$ cat config.mk
export PLATFORM = sky130hd
export DESIGN_NAME = fp_addsub_p
export DESIGN_NICKNAME = d
export VERILOG_FILES = /design/src/rtl/fp_addsub_p.sv
export SDC_FILE = /design/constraint.sdc
export NUM_CORES = 1
export LEC_CHECK = 0
export ABC_AREA = 1
export CORE_UTILIZATION = 40
export CTS_CLUSTER_SIZE = 14
export DETAILED_ROUTE_END_ITERATION = 7
export HOLD_SLACK_MARGIN = 0.1
export PLACE_DENSITY_LB_ADDON = 0.12
export SLEW_MARGIN = 20
export SYNTH_ARGS = -nofsm -noshare
export SYNTH_HDL_FRONTEND = slang
export SYNTH_SLANG_ARGS = --single-unit
export TNS_END_PERCENT = 5
$ cat constraint.sdc
create_clock -name clk -period 8.2 [get_ports clk]
set_input_delay 1.64 -clock clk [delete_from_list [all_inputs] [get_ports clk]]
set_output_delay 1.64 -clock clk [all_outputs]
set_load 0.005 [all_outputs]
$ cat src/rtl/fp_addsub_p.sv
// rtl/fp_addsub_p.sv - 5-stage pipelined floating-point adder/subtractor with valid/ready
// Optional macro FP_ADDSUB_FLAGS_EN adds the registered flags[3:0] = {invalid, overflow, underflow, inexact} port.
module fp_addsub_p #(
  parameter int EXP_W = 8,
  parameter int MAN_W = 23,
  localparam int W = 1 + EXP_W + MAN_W
) (
  input  logic         clk,
  input  logic         rst,
  input  logic         in_vld,
  output logic         in_rdy,
  input  logic         op_sub,
  input  logic [W-1:0] a,
  input  logic [W-1:0] b,
  output logic         out_vld,
  input  logic         out_rdy,
  output logic [W-1:0] sum
`ifdef FP_ADDSUB_FLAGS_EN
  ,
  output logic [3:0]   flags
`endif
);

  localparam int FW = MAN_W + 4;
  localparam int SW = $clog2(FW + 1);
  localparam int XW = EXP_W + 2;
  localparam logic signed [XW-1:0] X_ONE  = XW'(1);
  localparam logic signed [XW-1:0] X_ZERO = '0;
  localparam logic signed [XW-1:0] EMAX_X = XW'((1 << EXP_W) - 1);
  localparam logic [W-1:0] QNAN = {1'b0, {EXP_W{1'b1}}, 1'b1, {(MAN_W-1){1'b0}}};

  logic stall, en;
  logic v1, v2, v3, v4, v5;

  assign stall   = v5 && !out_rdy;
  assign en      = !stall;
  assign in_rdy  = en;
  assign out_vld = v5;

  // ---------------- stage 1: unpack, classify, swap
  logic                   sa, sb;
  logic [EXP_W-1:0]       ea, eb, e_big, e_sml, d_raw;
  logic [MAN_W-1:0]       ma, mb;
  logic                   a_zero, b_zero, a_inf, b_inf, a_nan, b_nan, nan_res, swap, s_big;
  logic [EXP_W+MAN_W-1:0] a_mag, b_mag;
  logic [FW-1:0]          x_big, x_sml;
  logic [SW-1:0]          d_n;
  logic [W-1:0]           spec_val_n;

  always_comb begin
    sa = a[W-1];
    ea = a[W-2:MAN_W];
    ma = a[MAN_W-1:0];
    sb = b[W-1] ^ op_sub;
    eb = b[W-2:MAN_W];
    mb = b[MAN_W-1:0];
    a_zero = (ea == '0);
    b_zero = (eb == '0);
    a_inf  = (ea == '1) && (ma == '0);
    b_inf  = (eb == '1) && (mb == '0);
    a_nan  = (ea == '1) && (ma != '0);
    b_nan  = (eb == '1) && (mb != '0);
    // subnormals flush to zero before the magnitude compare
    a_mag  = a_zero ? '0 : {ea, ma};
    b_mag  = b_zero ? '0 : {eb, mb};
    swap   = (b_mag > a_mag);
    s_big  = swap ? sb : sa;
    e_big  = swap ? eb : ea;
    e_sml  = swap ? ea : eb;
    x_big  = swap ? {!b_zero, b_mag[MAN_W-1:0], 3'b000} : {!a_zero, a_mag[MAN_W-1:0], 3'b000};
    x_sml  = swap ? {!a_zero, a_mag[MAN_W-1:0], 3'b000} : {!b_zero, b_mag[MAN_W-1:0], 3'b000};
    d_raw  = e_big - e_sml;
    d_n    = (32'(d_raw) >= FW) ? SW'(FW) : SW'(d_raw);
    nan_res = a_nan || b_nan || (a_inf && b_inf && (sa ^ sb));
    spec_val_n = nan_res ? QNAN :
                 a_inf   ? {sa, {EXP_W{1'b1}}, {MAN_W{1'b0}}} :
                           {sb, {EXP_W{1'b1}}, {MAN_W{1'b0}}};
  end

  logic             sgn1, sub1, zs1, spec1;
  logic [EXP_W-1:0] exp1;
  logic [FW-1:0]    big1, sml1;
  logic [SW-1:0]    d1;
  logic [W-1:0]     sv1;

  // ---------------- stage 2: align small operand with sticky collection
  logic [2*FW-1:0] wide;
  logic [FW-1:0]   al_n;

  always_comb begin
    wide = {sml1, {FW{1'b0}}} >> d1;
    al_n = wide[2*FW-1:FW];
    al_n[0] = al_n[0] | (|wide[FW-1:0]);
  end

  logic             sgn2, sub2, zs2, spec2;
  logic [EXP_W-1:0] exp2;
  logic [FW-1:0]    big2, sml2;
  logic [W-1:0]     sv2;

  // ---------------- stage 3: add/sub, never negative thanks to the swap
  logic [FW:0] mag_n;

  always_comb begin
    mag_n = sub2 ? ({1'b0, big2} - {1'b0, sml2}) : ({1'b0, big2} + {1'b0, sml2});
  end

  logic             sgn3, zs3, spec3;
  logic [EXP_W-1:0] exp3;
  logic [FW:0]      mag3;
  logic [W-1:0]     sv3;

  // ---------------- stage 4: normalise
  logic [SW-1:0]          lzc;
  logic [FW-1:0]          norm_n;
  logic signed [XW-1:0]   e4_n;
  logic                   zero_n;

  always_comb begin
    lzc = SW'(FW);
    for (int i = FW - 1; i >= 0; i--) begin
      if (lzc == SW'(FW) && mag3[i]) lzc = SW'(FW - 1 - i);
    end
    zero_n = (mag3 == '0);
    if (mag3[FW]) begin
      norm_n = {mag3[FW:2], mag3[1] | mag3[0]};
      e4_n   = $signed({2'b00, exp3}) + X_ONE;
    end else begin
      norm_n = mag3[FW-1:0] << lzc;
      e4_n   = $signed({2'b00, exp3}) - $signed(XW'(lzc));
    end
  end

  logic                 sgn4, zs4, spec4, zero4;
  logic signed [XW-1:0] e4;
  logic [FW-1:0]        norm4;
  logic [W-1:0]         sv4;

  // ---------------- stage 5: round to nearest even, range check, pack
  logic                 g5, r5, s5, inc, ovf, unf;
  logic [MAN_W+1:0]     rnd;
  logic [MAN_W-1:0]     man5;
  logic signed [XW-1:0] e5;
  logic [W-1:0]         res_n;

  always_comb begin
    g5   = norm4[2];
    r5   = norm4[1];
    s5   = norm4[0];
    inc  = g5 && (r5 || s5 || norm4[3]);
    rnd  = {1'b0, norm4[FW-1:3]} + {{(MAN_W+1){1'b0}}, inc};
    e5   = rnd[MAN_W+1] ? (e4 + X_ONE) : e4;
    man5 = rnd[MAN_W+1] ? rnd[MAN_W:1] : rnd[MAN_W-1:0];
    ovf  = !zero4 && (e5 >= EMAX_X);
    unf  = !zero4 && (e5 <= X_ZERO);
    if (spec4)      res_n = sv4;
    else if (zero4) res_n = {zs4, {(W-1){1'b0}}};
    else if (ovf)   res_n = {sgn4, {EXP_W{1'b1}}, {MAN_W{1'b0}}};
    else if (unf)   res_n = {sgn4, {(W-1){1'b0}}};
    else            res_n = {sgn4, e5[EXP_W-1:0], man5};
  end

  // ---------------- pipeline registers: single enable, no bubble compaction
  always_ff @(posedge clk) begin
    if (rst) begin
      v1  <= 1'b0;
      v2  <= 1'b0;
      v3  <= 1'b0;
      v4  <= 1'b0;
      v5  <= 1'b0;
      sum <= '0;
    end else if (en) begin
      v1 <= in_vld;
      v2 <= v1;
      v3 <= v2;
      v4 <= v3;
      v5 <= v4;
      if (v4) sum <= res_n;
    end
  end

  always_ff @(posedge clk) begin
    if (en) begin
      sgn1  <= s_big;
      sub1  <= sa ^ sb;
      zs1   <= sa & sb;
      spec1 <= nan_res || a_inf || b_inf;
      exp1  <= e_big;
      big1  <= x_big;
      sml1  <= x_sml;
      d1    <= d_n;
      sv1   <= spec_val_n;

      sgn2  <= sgn1;
      sub2  <= sub1;
      zs2   <= zs1;
      spec2 <= spec1;
      exp2  <= exp1;
      big2  <= big1;
      sml2  <= al_n;
      sv2   <= sv1;

      sgn3  <= sgn2;
      zs3   <= zs2;
      spec3 <= spec2;
      exp3  <= exp2;
      mag3  <= mag_n;
      sv3   <= sv2;

      sgn4  <= sgn3;
      zs4   <= zs3;
      spec4 <= spec3;
      zero4 <= zero_n;
      e4    <= e4_n;
      norm4 <= norm_n;
      sv4   <= sv3;
    end
  end

`ifdef FP_ADDSUB_FLAGS_EN
  logic inv1, inv2, inv3, inv4;

  always_ff @(posedge clk) begin
    if (en) begin
      inv1 <= nan_res;
      inv2 <= inv1;
      inv3 <= inv2;
      inv4 <= inv3;
    end
  end

  always_ff @(posedge clk) begin
    if (rst) begin
      flags <= 4'b0000;
    end else if (en && v4) begin
      flags <= {inv4, ovf && !spec4, unf && !spec4, (g5 || r5 || s5 || ovf || unf) && !spec4};
    end
  end
`endif

endmodule

==> results.toml <==
[critical_path]
r2r_cells = 29
ff2ff_setup_slack_ns = 2.23
reg2reg_from = "mag3[26]"
cp_num_buf_inv = 4
cpMostUsedCell = "nand2_1"
cp_max_fo = 29
startpoint_type = "input port"
critPathMaxStageDelay_ns = 0.53
path_delay_family = "simple AND/OR/NAND/NOR gates"
crit_arrival_ns = 6.78
end_kind = "flip-flop"
critPathRequiredTime_ns = 8.52
crit_slowest_cell = "inv_1"
crit_type = "input port to flip-flop"
reg2reg_to = "e4[8]"

[detailed_routing]
viasPerCell = 5.378
wl_um = 43060
drt-initial-drc-count = 1221
drt_first_pass_iters = 5
drc = 0
routedWlPerCell_um = 16.50
final_antenna_net_count = 0
vias = 14040

[placement]
gp_congestion = 0.8987
placed_area_um2 = 17700
io_buffers = 102
hpwl_um = 32990

[cts]
cts.sinks = 253
clockBufferDepth = 3
cts_tree = "built"
cts.clk_slew.worst_paths_ns = 0.06
cts-buffers-inserted = 29
htreeDepth = 1
postCtsSetupBuffers = 0
hold_buffers = 0
insertion_delay_ns = 0.57
post_cts_resized = 0
clockRootBuffer = "clkbuf_16"

[power]
net-switching-power_mw = 2.182
pwr-share-comb_pct = 39.2
p_seq_share_pct = 36.7
peakVddDrop_mv = 0.1644
leakage_nw = 7.920
power.internal_mw = 3.319
power_density_nw_per_um2 = 294.5
p_clk_share_pct = 24.0
netSwitchingFraction_pct = 39.67

[sta]
finalCriticalPeriod_ns = 6.463
hold_viol_final = 0
worst_slew_pin_slew_ns = 1.072
holdWs_ns = 0.4136
rsz0062_at_grt = "no"
finalSetupViolCount = 0
fin_skew_ns = 0.01455
timing.fmax_ghz = 0.1547
fin_setup_tns_ns = 0
max_slew_margin_pct = 28.46
slew_violations = 0
post-route-period-util_pct = 78.82

[synthesis]
ys_seq_area_share_pct = 44.42
syn_avg_cell_area_um2 = 8.107
synth-edff-count = 216
synth_top_area_share_pct = 39.86
async_flop_share_pct = 0
synthTopCellsByArea = "edfxtp_1 (40%), nand2_1 (9.3%), nand3_1 (7.4%)"
synthFlopType = "edfxtp_1"
netlist_instances = 2007
yosys.area.top_type = "edfxtp_1"
ys_types = 58
synth_most_common_cell = "nand2_1"
ys_seq_elements = 253
yosysWarningCount = 0
synth_area_um2 = 16270
syn_nets = 2143
synthTopCellsByCount = "nand2_1 (404), nand3_1 (240), edfxtp_1 (216), inv_1 (189), nor2_1 (175)"

[global_routing]
antenna_found_initial = 1
gr-total-overflow = 0
grt_first_pass_wirelength_um = 69060
grt_max_degree = 135
grt_usage_pct = 20.78
grt_pass1_vias = 13220

[floorplan]
coreArea_um2 = 39910
rows = 73
die-area_um2 = 41490
die_w_um = 203.7
start_util_pct = 40.76
die_h_um = 203.7
top_level_ports = 103

[worst_hold_path]
min_from = "exp1[5]"
hold_end = "exp2[5]"
hold_class = "flip-flop to flip-flop"
min_path_cells = 0

[cells_and_area]
drive_gt1_share_pct = 4.652
fin_nets = 2199
syn2layout_area_growth_pct = 14.80
antenna_cells = 0
fin_area_um2 = 18680

[outcome]
outcome = "finished, final reports clean"

[job]
cap_viol_max_count = 0
## cell families after synthesis
group                    count (synthesis)  share of synthesized area [%]
AO/OA/AOI/OAI                          341                          11.56
adder cells (fa/ha/maj)                 67                          5.198
XOR/XNOR                                82                          4.414
flip-flops                             253                          44.42
multiplexers                            12                         0.7383
buffers and inverters                  287                          6.852
AND/OR/NAND/NOR                        965                          26.82
## state kept, by name (all words and copies together) (netlist names), 5 cells and up
signal  cells
norm4      27
exp2        8
big1       24
sml1       24
exp3        8
e4         10
big2       24
sml2       27
mag3       28
d1          5
exp1        8
sum        32
## metal layers
layer  up-vias  part of all wire, %  wire length, um  global-route usage (%)
met1      6564                   48            20530                   28.87
met4         0                  1.8              778                   5.371
met3        56                  4.6             1961                   2.477
li1       7086                    -                -                       -
met5         -                    0                0                       0
met2       331                   46            19780                   34.17
## through the flow
stage,power [mW],util (%),instances,worst slack [ns]
CTS,5.537,46.80,2610,1.746
detailed placement,4.189,44.34,2557,1.143
global placement,4.169,44.34,2557,1.127
global route,5.919,46.80,2610,1.330
floorplan,3.603,-,2007,0.5743
finish,5.501,46.80,2610,1.737
## how the worst max path moves through the flow
stage                     startpoint  cells after the start     end  slack [ns]
after detailed placement       b[30]                     27   d1[2]        1.14
after CTS                      b[30]                     27   d1[2]        1.75
after global placement         b[30]                     27   d1[2]        1.13
after global routing           b[30]                     27   d1[2]        1.33
after floorplan              out_rdy                      2  in_rdy        0.57
final                          b[30]                     27   d1[2]        1.74
## placed cells by master (no fill, tap or decap), types with 27 or more instances in the layout
master	Yosys	layout
edfxtp_1	216	216
xor2_1	58	58
inv_1	189	188
clkdlybuf4s50_1	0	102
clkbuf_16	0	29
dfxtp_1	37	37
nand3_1	240	240
nand2_1	404	404
nor3_1	29	29
a21oi_1	92	92
nor4_1	27	27
nor2_1	175	174
ha_1	66	66
o21ai_0	156	156
nand4_1	47	47
## area by class of cell
type | instances | area (um2)
sequential | 253 | 7227
clock inverter | 20 | 221.5
inverter | 196 | 743.2
timing repair buffer | 116 | 1139
multi-input combinational | 1467 | 7931
tap | 525 | 656.9
clock buffer | 33 | 760.7
fill | 3957 | 21240
## power groups by stage
stage / Sequential, mW / Combinational [mW] / Clock (mW)
finish: 2.02 / 2.16 / 1.32
global placement: 2.05 / 2.12 / 0
floorplan: 1.95 / 1.65 / 0
detailed placement: 2.05 / 2.14 / 0
global route: 2.06 / 2.45 / 1.41
CTS: 2.02 / 2.15 / 1.36
(Power assumes the default switching activity.)
